### src/rtl/yarp_pkg.sv
// Shared widths and the writeback grant-select encoding for the yarp pipeline.
package yarp_pkg;

    localparam int XLEN   = 32;
    localparam int REG_AW = 5;

    typedef enum logic [1:0] {
        WB_NONE,
        WB_EX,
        WB_MEM
    } wb_src_t;

endpackage

### src/rtl/yarp_wb_arbiter.sv
// Writeback arbiter: merges EX and load results onto the single register-file write port.
// MEM wins conflicts unless EX has lost STARVE_LIMIT cycles in a row; results land one cycle after grant.
module yarp_wb_arbiter
    import yarp_pkg::*;
#(
    parameter int STARVE_LIMIT = 3
) (
    input  logic              clk,
    input  logic              reset,
    input  logic              ex_valid_i,
    input  logic [REG_AW-1:0] ex_rd_i,
    input  logic [XLEN-1:0]   ex_data_i,
    output logic              ex_ready_o,
    input  logic              mem_valid_i,
    input  logic [REG_AW-1:0] mem_rd_i,
    input  logic [XLEN-1:0]   mem_data_i,
    output logic              mem_ready_o,
    input  logic              flush_i,
    output logic              wr_en_o,
    output logic [REG_AW-1:0] rd_addr_o,
    output logic [XLEN-1:0]   wr_data_o
);

    localparam logic [2:0] LIMIT = STARVE_LIMIT[2:0];

    wb_src_t           w_sel;
    logic [REG_AW-1:0] w_rd;
    logic [XLEN-1:0]   w_data;
    logic [2:0]        r_ex_wait_cnt;
    logic              r_wr_en;
    logic [REG_AW-1:0] r_rd_addr;
    logic [XLEN-1:0]   r_wr_data;

    // Grants are held off during reset and flush so nothing is accepted in those cycles.
    always_comb begin
        w_sel = WB_NONE;
        if (!reset && !flush_i) begin
            if (ex_valid_i && mem_valid_i) begin
                w_sel = (r_ex_wait_cnt == LIMIT) ? WB_EX : WB_MEM;
            end else if (ex_valid_i) begin
                w_sel = WB_EX;
            end else if (mem_valid_i) begin
                w_sel = WB_MEM;
            end
        end
    end

    always_comb begin
        w_rd   = ex_rd_i;
        w_data = ex_data_i;
        if (w_sel == WB_MEM) begin
            w_rd   = mem_rd_i;
            w_data = mem_data_i;
        end
    end

    assign ex_ready_o  = (w_sel == WB_EX);
    assign mem_ready_o = (w_sel == WB_MEM);

    always_ff @(posedge clk) begin
        if (reset) begin
            r_ex_wait_cnt <= 3'd0;
        end else if (flush_i || !ex_valid_i || (w_sel == WB_EX)) begin
            r_ex_wait_cnt <= 3'd0;
        end else if (r_ex_wait_cnt < LIMIT) begin
            r_ex_wait_cnt <= r_ex_wait_cnt + 3'd1;
        end
    end

    // Writes to x0 complete the handshake but leave the visible address/data untouched.
    always_ff @(posedge clk) begin
        if (reset) begin
            r_wr_en   <= 1'b0;
            r_rd_addr <= '0;
            r_wr_data <= '0;
        end else begin
            r_wr_en <= (w_sel != WB_NONE) && (w_rd != '0);
            if ((w_sel != WB_NONE) && (w_rd != '0)) begin
                r_rd_addr <= w_rd;
                r_wr_data <= w_data;
            end
        end
    end

    assign wr_en_o   = r_wr_en;
    assign rd_addr_o = r_rd_addr;
    assign wr_data_o = r_wr_data;

endmodule

### config.mk
export PLATFORM = sky130hd
export DESIGN_NAME = yarp_wb_arbiter
export DESIGN_NICKNAME = d
export VERILOG_FILES = /design/src/rtl/yarp_pkg.sv /design/src/rtl/yarp_wb_arbiter.sv
export SDC_FILE = /design/constraint.sdc
export NUM_CORES = 1
export LEC_CHECK = 0
export CORE_ASPECT_RATIO = 1.75
export CORE_UTILIZATION = 39
export CTS_BUF_LIST = sky130_fd_sc_hd__clkbuf_4 sky130_fd_sc_hd__clkbuf_8
export DETAILED_ROUTE_END_ITERATION = 8
export PLACE_DENSITY_LB_ADDON = 0.2
export SYNTH_ARGS = -nofsm -noshare
export SYNTH_HDL_FRONTEND = slang
export SYNTH_SLANG_ARGS = --single-unit
### constraint.sdc
create_clock -name clk -period 2.7 [get_ports clk]
set_clock_uncertainty 0.05 [all_clocks]
set_input_delay 0.675 -clock clk [delete_from_list [all_inputs] [get_ports clk]]
set_output_delay 0.675 -clock clk [all_outputs]
set_load 0.02 [all_outputs]
== After elaboration in Yosys (flattened, before gate mapping) ==
Index checks and enable logic that the tools add are counted.
W data, S select, Z words.

* Reductions and logical operators: 11
* Multiplexer cells: 7
* $lt $le $gt $ge: 1
* Equal/unequal tests: 3
* Add/subtract/negate cells: 1

{| class="wikitable"
|+ Operators by type and width
! kind !! count
|-
| $mux W32 || 1
|-
| $mux W2 || 5
|-
| $mux W5 || 1
|-
| $reduce_bool A5 Y1 || 1
|-
| $add A3 B1 Y3 const B || 1
|-
| $eq A3 B2 Y1 const B || 1
|-
| $logic_and A1 B1 Y1 || 3
|-
| $logic_not A1 Y1 || 3
|-
| $lt A3 B2 Y1 const B || 1
|-
| $eq A2 B1 Y1 const B || 1
|-
| $eq A2 B2 Y1 const B || 1
|-
| $logic_or A1 B1 Y1 || 2
|-
| $reduce_bool A2 Y1 || 1
|-
| $reduce_or A2 Y1 || 1
|}

* Output and inout port bits: 40
* Input port bits: 79
* Logic and storage cells: 27
* Bits in registers: 41

== Depth between registers and ports, before layout ==
* Word-level depth: 8
* Gate-level depth with buffers: 9
* Gate-level depth less buffers: 6

== Worst setup path before layout ==
No wires, ideal clock.

* Path kind: in2reg
* Start point: input port ex_rd_i[3]
* End point: register r_wr_data[15], in the netlist wr_data_o[15]
* Setup slack: 0.393 ns
* Stages on the path: 7
* Data required time: 2.569 ns
* Data arrival time: 2.176 ns
* Buffers on the path: 3
* Cell sequence: or4_1 a211o_1 buf_6 and3_4 buf_6 buf_6 a211oi_2

* Cells in the longest elaborated chain, start to end: 3

{| class="wikitable"
|+ Ends and longest elaborated chain
! what !! RTL line !! text
|-
| start: declaration || yarp_wb_arbiter.sv:11 || <nowiki>input logic [REG_AW-1:0] ex_rd_i,</nowiki>
|-
| $mux W5 || yarp_wb_arbiter.sv:51 || <nowiki>if (w_sel == WB_MEM) begin</nowiki>
|-
| $reduce_bool A5 Y1 || yarp_wb_arbiter.sv:78 || <nowiki>if ((w_sel != WB_NONE) && (w_rd != '0)) begin</nowiki>
|-
| $logic_and A1 B1 Y1 || yarp_wb_arbiter.sv:78 ||
|-
| end signal: assignment || yarp_wb_arbiter.sv:80 || <nowiki>r_wr_data <= w_data;</nowiki>
|-
| end: declaration || yarp_wb_arbiter.sv:32 || <nowiki>logic [XLEN-1:0] r_wr_data;</nowiki>
|}

No other way between the ends.
A chain may end at the register's enable or synchronous reset.

== Final worst setup path ==
* Start point: input port ex_valid_i
* End point: output port mem_ready_o

* Cells in the longest elaborated chain, start to end: 4

{| class="wikitable"
|+ Ends and longest elaborated chain
! what !! RTL line !! text
|-
| start: declaration || yarp_wb_arbiter.sv:10 || <nowiki>input logic ex_valid_i,</nowiki>
|-
| $mux W2 or $logic_and A1 B1 Y1 (tied branches) || yarp_wb_arbiter.sv:40, yarp_wb_arbiter.sv:38 ||
|-
| $mux W2 (*) || yarp_wb_arbiter.sv:38 || <nowiki>if (ex_valid_i && mem_valid_i) begin</nowiki>
|-
| $mux W2 (*) || yarp_wb_arbiter.sv:37 || <nowiki>if (!reset && !flush_i) begin</nowiki>
|-
| $eq A2 B2 Y1 (*) || yarp_wb_arbiter.sv:58 || <nowiki>assign mem_ready_o = (w_sel == WB_MEM);</nowiki>
|-
| end: declaration || yarp_wb_arbiter.sv:17 || <nowiki>output logic mem_ready_o,</nowiki>
|}

Every way passes the cells marked *; elsewhere a longest branch is shown, timed or not.

==> results.yml <==
detailed_routing:
  drc_errors: 9
  num_vias: 2052
  routed.top_layer: "met4"
  wire_per_inst_um: 15.8
  wl_met3_um: 346
  firstDrtPassIters: 6
  drtIter0Drc: 50
  met1Wirelength_um: 2150
  ant_nets: 0
  routed_wl_um: 5850
  wl_met2_um: 3240
  vias_per_cell: 5.55
logic_synthesis:
  ys_ff_latch: 41
  netlist_area_um2: 2080
  synth_cell_type_count: 25
  async_reset_ff_frac: 0
  synth_edf_count: 0
  ys.warnings.count: 0
  synthCells: 202
  syn_area_per_cell_um2: 10.3
  ys_seq_area_frac: 0.394
  synth_top_flop_cell: "dfxtp_1"
  synth_fp_nets: 283
placed_design:
  hpwl_um: 4220
  gp_congestion: 0.760
  dp.cells: 363
  place_area_um2: 3290
  portBuffers: 118
setup_path:
  critPathBufInv: 2
  critical_path.top_delay_family: "buffers and inverters"
  slowest_stage: "clkdlybuf4s50_1"
  cp.required_ns: 1.98
  r2r_slack_ns: 0.34
  crit_chain: "clkdlybuf4s50_1 -> a211oi_1 -> and2_2 -> dlygate4sd2_1"
  cp.arrival_ns: 1.86
  end_kind: "primary output"
  path_class: "input port to primary output"
  critical_path.max_stage_delay_ns: 0.42
  crit_fanout: 2
  cp-start-kind: "input port"
timing:
  relSlewSlack: 0.594
  period_share: 0.958
  slew_violations: 0
  worstMarginPinSlew_ns: 0.609
  min_period_ns: 2.59
  finalSetupViolations: 0
  fmax_ghz: 0.387
  hold_viol: 0
  rsz0062_at_grt: "false"
power_and_ir_drop:
  pwr-share-comb: 0.274
  power_density_nw_per_um2: 436
  switchingPower_mw: 0.388
  leakagePower_nw: 1.14
  irDropWorstVdd_uv: 410
  pwr-share-seq: 0.450
  total_power_mw: 1.47
  clkPwrFrac: 0.276
  p_sw_frac: 0.263
  p_int_mw: 1.09
cts:
  htreeDepth: 2
  post_cts_resize_count: 2
  clkSinkCount: 41
  cts_tree: "yes"
  cts_root_buf: "clkbuf_8"
  postCtsHoldBufs: 0
  postCtsSetupRepairBufs: 0
  cts_inserted_buffers: 5
  clock_latency_ns: 0.29
  clk_path_buf_depth: 2
  clk_pin_slew_ns: 0.07
grt:
  grt_pass1_wl_um: 9200
  grt_pass1_vias: 2014
  antenna_found_initial: 0
  grt_overflow: 0
  grt_max_degree: 39
  grt.total_usage: 0.207
cells_and_area:
  n_antenna_cell: 0
  area_growth_pct: 62.2
  final_util: 0.668
  final_cell_area_um2: 3380
  final_common_cell: "clkdlybuf4s50_1"
  final_cells: 370
  layout.nets: 397
  layout-drive-gt1-share: 0.133
  layout_common_cells: "clkdlybuf4s50_1 (115), dfxtp_1 (41), mux2i_1 (37), a31oi_1 (34), a211oi_2 (20)"
hold_path:
  hp-class: "flip-flop to flip-flop"
floorplanning:
  rows: 34
  io_pins: 119
  die_w_um: 57.3
  die_h_um: 98.7
  start_util: 0.412
  die-area_um2: 5650
  coreArea_um2: 5060
status:
  outcome: "complete, but fails checks"
  violations: "design-rule violations"
run:
  maxCapViolations: 0
## logic make-up after synthesis
group,Yosys count,synth area share
AO/OA/AOI/OAI,79,0.309
flip-flops,41,0.394
multiplexers,37,0.178
buffers and inverters,28,0.0690
AND/OR/NAND/NOR,15,0.0390
adder cells (fa/ha/maj),2,0.0120
## sequential cells by signal (all words and copies together), names as in the netlist
register,flops
r_ex_wait_cnt,3
wr_en_o,1
rd_addr_o,5
wr_data_o,32
## tightest hold or removal path, delay by kind of cell (launching register included)
kind                   cells  cell delay [ns]
buffers and inverters      1             0.04
DFF                        1             0.31
AOI/OAI and AO/OA          1             0.07
## final cells by class
cell class | instances | area, um2
Sequential cell | 41 | 821
Inverter | 5 | 18.8
Timing Repair Buffer | 130 | 1260
Clock buffer | 7 | 90.1
Tap cell | 54 | 67.6
Fill cell | 431 | 1680
Multi-Input combinational cell | 133 | 1120
## path summary, 6_finish.rpt
check | start | to | cells past startpoint
min reg2reg | rd_addr_o[3]$_SDFFE_PP0P_ | rd_addr_o[3]$_SDFFE_PP0P_ | 2
max | ex_valid_i | mem_ready_o | 4
min | rd_addr_o[3]$_SDFFE_PP0P_ | rd_addr_o[3]$_SDFFE_PP0P_ | 2
max reg2reg | r_ex_wait_cnt[0]$_SDFFE_PP0N_ | wr_data_o[4]$_SDFFE_PP0P_ | 7
## power by group through the flow
stage	registers (mW)	clock network, mW	logic [mW]
2_1_floorplan	0.721	0	0.142
3_3_place_gp	0.675	0	0.403
3_5_place_dp	0.676	0	0.408
4_1_cts	0.663	0.416	0.408
5_1_grt	0.668	0.439	0.429
6_report	0.663	0.406	0.404
## stage by stage
stage / TNS (ns) / worst slack (ns) / hold WS (ns)
3_5_place_dp: -0.591 / -0.170 / 0.419
2_1_floorplan: 0 / 0.393 / 0.429
5_1_grt: 0 / 0.0518 / 0.446
3_3_place_gp: -0.256 / -0.145 / 0.414
4_1_cts: 0 / 0.100 / 0.430
6_report: 0 / 0.113 / 0.427
## layer usage
metal,up-vias,track usage
met5,-,0
met4,0,0.0788
met1,962,0.207
met2,65,0.398
li1,1017,-
met3,8,0.0486
## cells in the mapped netlist (all sizes together) (2+ instances only)
cell | number | area share
inv | 5 | 0.0090
o32ai | 3 | 0.013
a31oi | 34 | 0.10
buf | 10 | 0.037
dfxtp | 41 | 0.39
a21oi | 3 | 0.0072
o21ai | 2 | 0.0048
a211oi | 35 | 0.17
ha | 2 | 0.012
nand4 | 2 | 0.0060
mux2i | 37 | 0.18
nor2 | 5 | 0.0090
clkbuf | 13 | 0.023
nand2 | 2 | 0.0036
nor3 | 2 | 0.0048
No activity file was read; power rests on OpenSTA's default activity.
